File: src/rtl/mine_pkg.sv
// rtl/mine_pkg.sv - shared constants, state and slot types for the mine scheduler
package mine_pkg;
   localparam int NUM_ROWS  = 3;
   localparam int NUM_COLS  = 4;
   localparam int NUM_MINES = NUM_ROWS * NUM_COLS;
   localparam int PIX_W     = 11;

   typedef enum logic [1:0] {
      ST_IDLE  = 2'd0,
      ST_SCAN  = 2'd1,
      ST_OFFER = 2'd2,
      ST_DONE  = 2'd3
   } state_t;

   typedef logic [3:0] slot_idx_t;

   localparam slot_idx_t LAST_SLOT = slot_idx_t'(NUM_MINES - 1);

   // With four columns the slot index is simply {row, col}.
   function automatic slot_idx_t slot_of(input logic [1:0] row, input logic [1:0] col);
      return {row, col};
   endfunction
endpackage

File: src/rtl/mine_placer.sv
// rtl/mine_placer.sv - maps a mine's row/column to its top-left screen pixel
module mine_placer
   import mine_pkg::*;
(
   input  logic [1:0]       row,
   input  logic [1:0]       col,
   output logic [PIX_W-1:0] pixel_x,
   output logic [PIX_W-1:0] pixel_y
);
   localparam logic [PIX_W-1:0] X_BASE = 11'h070;
   localparam logic [PIX_W-1:0] X_STEP = 11'h030;
   localparam logic [PIX_W-1:0] Y_BASE = 11'h080;
   localparam logic [PIX_W-1:0] Y_STEP = 11'h060;

   assign pixel_x = X_BASE + X_STEP * PIX_W'(row);
   assign pixel_y = Y_BASE + Y_STEP * PIX_W'(col);
endmodule

File: src/rtl/mine_scheduler.sv
// rtl/mine_scheduler.sv - scans the 3x4 mine grid each frame and offers armed mines
module mine_scheduler
   import mine_pkg::*;
(
   input  logic             clk,
   input  logic             rst_n,
   input  logic             start_of_frame,
   input  logic             restart,
   input  logic             hit,
   input  logic [1:0]       hit_row,
   input  logic [1:0]       hit_col,
   output logic             out_valid,
   input  logic             out_ready,
   output logic [1:0]       mine_row,
   output logic [1:0]       mine_col,
   output logic [PIX_W-1:0] pixel_x,
   output logic [PIX_W-1:0] pixel_y,
   output logic             frame_done,
   output logic [3:0]       alive_count,
   output logic             all_cleared
);
   state_t                 state;
   slot_idx_t              idx;
   logic [NUM_MINES-1:0]   alive;
   logic                   hit_ok;
   slot_idx_t              hit_slot;

   assign hit_ok   = hit && (hit_row != 2'd3);
   assign hit_slot = slot_of(hit_row, hit_col);

   // Count only drops when a live mine dies, so repeated hits are harmless.
   always_ff @(posedge clk or negedge rst_n) begin
      if (!rst_n) begin
         alive       <= '1;
         alive_count <= 4'(NUM_MINES);
      end else if (restart) begin
         alive       <= '1;
         alive_count <= 4'(NUM_MINES);
      end else if (hit_ok && alive[hit_slot]) begin
         alive[hit_slot] <= 1'b0;
         alive_count     <= alive_count - 4'd1;
      end
   end

   always_ff @(posedge clk or negedge rst_n) begin
      if (!rst_n) begin
         state    <= ST_IDLE;
         idx      <= '0;
         mine_row <= '0;
         mine_col <= '0;
      end else if (restart) begin
         state <= ST_IDLE;
         idx   <= '0;
      end else begin
         case (state)
            ST_IDLE: begin
               if (start_of_frame) begin
                  idx   <= '0;
                  state <= ST_SCAN;
               end
            end
            ST_SCAN: begin
               if (alive[idx]) begin
                  mine_row <= idx[3:2];
                  mine_col <= idx[1:0];
                  state    <= ST_OFFER;
               end else if (idx == LAST_SLOT) begin
                  state <= ST_DONE;
               end else begin
                  idx <= idx + 4'd1;
               end
            end
            ST_OFFER: begin
               if (out_ready) begin
                  if (idx == LAST_SLOT) begin
                     state <= ST_DONE;
                  end else begin
                     idx   <= idx + 4'd1;
                     state <= ST_SCAN;
                  end
               end
            end
            ST_DONE:  state <= ST_IDLE;
            default:  state <= ST_IDLE;
         endcase
      end
   end

   assign out_valid   = (state == ST_OFFER);
   assign frame_done  = (state == ST_DONE);
   assign all_cleared = (alive_count == 4'd0);

   mine_placer u_placer (
      .row     (mine_row),
      .col     (mine_col),
      .pixel_x (pixel_x),
      .pixel_y (pixel_y)
   );
endmodule

File: config.mk
export PLATFORM = sky130hd
export DESIGN_NAME = mine_scheduler
export DESIGN_NICKNAME = d
export VERILOG_FILES = /design/src/rtl/mine_pkg.sv /design/src/rtl/mine_placer.sv /design/src/rtl/mine_scheduler.sv
export SDC_FILE = /design/constraint.sdc
export NUM_CORES = 1
export LEC_CHECK = 0
export ABC_AREA = 1
export BUFFER_PORTS_ARGS = -buffer_cell sky130_fd_sc_hd__clkbuf_2
export CAP_MARGIN = 40
export CORE_MARGIN = 1.5
export CORE_UTILIZATION = 50
export CTS_CLUSTER_SIZE = 16
export DETAILED_ROUTE_END_ITERATION = 10
export PLACE_DENSITY = 0.74
export SYNTH_ARGS = -nofsm -noshare
export SYNTH_HDL_FRONTEND = slang
export SYNTH_HIERARCHICAL = 1
export SYNTH_SLANG_ARGS = --single-unit
File: constraint.sdc
create_clock -name clk -period 1.9 [get_ports clk]
set_input_delay 0.57 -clock clk [delete_from_list [all_inputs] [get_ports clk]]
set_output_delay 0.57 -clock clk [all_outputs]
set_load 0.02 [all_outputs]
==> flow_metrics.tcl <==
set metrics [dict create \
    track_usage 0.192 \
    synthTopCellsByArea "dfstp_2, dfrtp_1, nand2_1, ha_1, inv_1" \
    cp-start-kind "flip-flop" \
    synth_area_mm2 0.00196 \
    p_sw_w 0.000853 \
    fmaxAchievable_mhz 534 \
    antenna_cells 0 \
    wl_per_cell_um 10.4 \
    routed_via_density 4.74 \
    synth_cell_types 33 \
    finalHoldViolations 0 \
    grt_max_degree 27 \
    grt_pass1_vias 1572 \
    fillers 356 \
    yosysMostFrequentCell "nand2_1" \
    gp_congestion 0.903 \
    synth_common_cells "nand2_1, inv_1, nor2_1" \
    core-area_mm2 0.00372 \
    die_area_mm2 0.00431 \
    overflow 0 \
    tightestPinTransition_ns 0.617 \
    setup_viol_count_final 0 \
    drtPass1Iterations 4 \
    met2_length_um 1740 \
    path_cells "ha_2 > ha_4 > buf_8" \
    powerDensity_mw_per_mm2 876 \
    ys_seq_area_frac 0.340 \
    drtIter0Drc 53 \
    synth_seq_cells 26 \
    drc 0 \
    wirelength_um 3710 \
    ant_nets 0 \
    cts_root_buffer "clkbuf_8" \
    synthCells 271 \
    rrSetupSlack_ns 0.23 \
    clockBufferDepth 2 \
    drv_cap 0 \
    initial_core_util 0.529 \
    power.internal_w 0.00116 \
    place_inst 346 \
    max-vdd-ir-drop_mv 0.527 \
    h-tree-depth 1 \
    slowest_delay_ns 0.44 \
    fin_cells 358 \
    cp_top_family "adder cells" \
    pwr-share-comb 0.466 \
    fin_skew_ns 0.00186 \
    syn_to_final_growth_pct 17.2 \
    die_h_um 65.7 \
    pwr-share-clk 0.180 \
    dpl.hpwl_um 2820 \
    cts_made_buffers 3 \
    cts_tree "built" \
    critPathBufInv 1 \
    cp_max_fo 4 \
    path_class "flip-flop to primary output" \
    port_buffers 30 \
    avgSynthCellArea_um2 7.25 \
    finalHoldWorstSlack_ns 0.286 \
    path_clk_slew_ns 0.09 \
    totalNegativeSetupSlack_ns 0 \
    route.layer.met1.wl_um 1780 \
    status "finished clean" \
    rsz0062_at_grt "true" \
    critPathCaptureType "primary output" \
    num_io_pins 43 \
    finalNetCount 334 \
    cts.sinks 26 \
    antenna_found_initial 0 \
    fin_crit_sh 0.986 \
    total_leakage_power_nw 1.25 \
    fin_area_mm2 0.00230 \
    swShare 0.423 \
    die_w_um 65.7 \
    drv_slew 0 \
    vias 1696 \
    hold_class "input port to async pin" \
    crit_arrival_ns 1.30 \
    min_period_ns 1.87 \
    drive_gt1_frac 0.287 \
    maxSlewHeadroom 0.588 \
    worstSkewPairLatency_ns 0.28 \
    synth_warnings 6 \
    post_dp_cell_area_mm2 0.00213 \
    wl_met3_um 132 \
    cp.required_ns 1.33 \
    cp_slowest_cell "dfrtp_1" \
    top_layer "met4" \
    num_rows 22 \
    grt_pass1_wl_um 6530 \
    async_reset_ff_frac 1.00 \
    ys.flop_type "dfstp_2" \
    synth_edf_count 0 \
    yosys.area.top_type "dfstp_2" \
    synth_top_area_share 0.187 \
    seq_power_share 0.354 \
]
[path summary, 6_finish.rpt]
path / depth (start not counted) / endpoint / startpoint
worst max-delay path: 3 / pixel_y[8] / mine_col[1]
worst min-delay path: 1 / state[1] / rst_n
worst max register to register: 8 / idx[2] / state[1]
worst min register to register: 2 / alive[3] / alive[3]
max in group asynchronous: 1 / idx[3] / rst_n
min in group clk: 2 / alive[3] / alive[3]
[metrics by stage]
step | utilization | worst slack, ns | total power [W]
3_5_place_dp | 0.573 | 0.0770 | 0.00160
5_1_grt | 0.620 | -0.0168 | 0.00219
6_report | 0.620 | 0.0271 | 0.00202
4_1_cts | 0.610 | -0.0131 | 0.00202
3_3_place_gp | 0.573 | 0.127 | 0.00159
2_1_floorplan | - | 0.0485 | 0.00141
[layout make-up]
cell class	count	area, um^2	area share
Clock buffer	4	55.1	0.0239
Tap cell	48	60.1	0.0261
Sequential cell	26	668	0.290
Multi-Input combinational cell	198	1090	0.474
Timing Repair Buffer	42	274	0.119
Inverter	40	153	0.0663
[sequential cells by signal (all words and copies together) (netlist names)]
signal,flops
idx,4
alive,12
mine_col,2
state,2
mine_row,2
alive_count,4
[kinds of logic (layout without fill, tap and decap cells)]
family                     after synthesis  count (layout)  share of synthesized area
and+or+nand+nor                        150             150                      0.359
buffers and inverters                   58              86                      0.145
DFF                                     26              26                      0.340
AOI/OAI and AO/OA                       22              22                     0.0669
adders and majority gates               13              13                     0.0828
other                                    1              12                    0.00191
xor gates and xnor gates                 1               1                    0.00446
[routing by layer]
metal,vias to the layer above,global-route usage
li1,893,-
met1,762,0.251
met2,36,0.330
met3,5,0.0205
met4,0,0.0625
met5,-,0
[timing repair]
action                                  CTS  global route
cloned                                    0             0
pin swaps                                 1             1
hold buffers                              0             0
setup buffers                             5             3
resized for setup                         8             6
endpoints found under the setup margin    3             3
[layout by cell type, fill, tap and decap left out, drive strengths merged]
cell type	instances
inv	39
buf	14
nor3	1
dfstp	14
o21ai	13
o31ai	1
dfrtp	12
a21oi	2
a22oi	4
nor2	31
nand3	31
clkbuf	32
clkinv	1
xor2	1
a21boi	1
or2	3
nand4	2
ha	13
nand2	81
o22ai	1
nor3b	1
conb	12
[power groups by stage]
stage	combinational [W]	sequential, W	clock (W)
6_report	0.000941	0.000714	0.000362
5_1_grt	0.00107	0.000733	0.000389
4_1_cts	0.000925	0.000710	0.000382
3_5_place_dp	0.000881	0.000721	0
3_3_place_gp	0.000870	0.000721	0
2_1_floorplan	0.000673	0.000739	0
(Power assumes the default switching activity.)
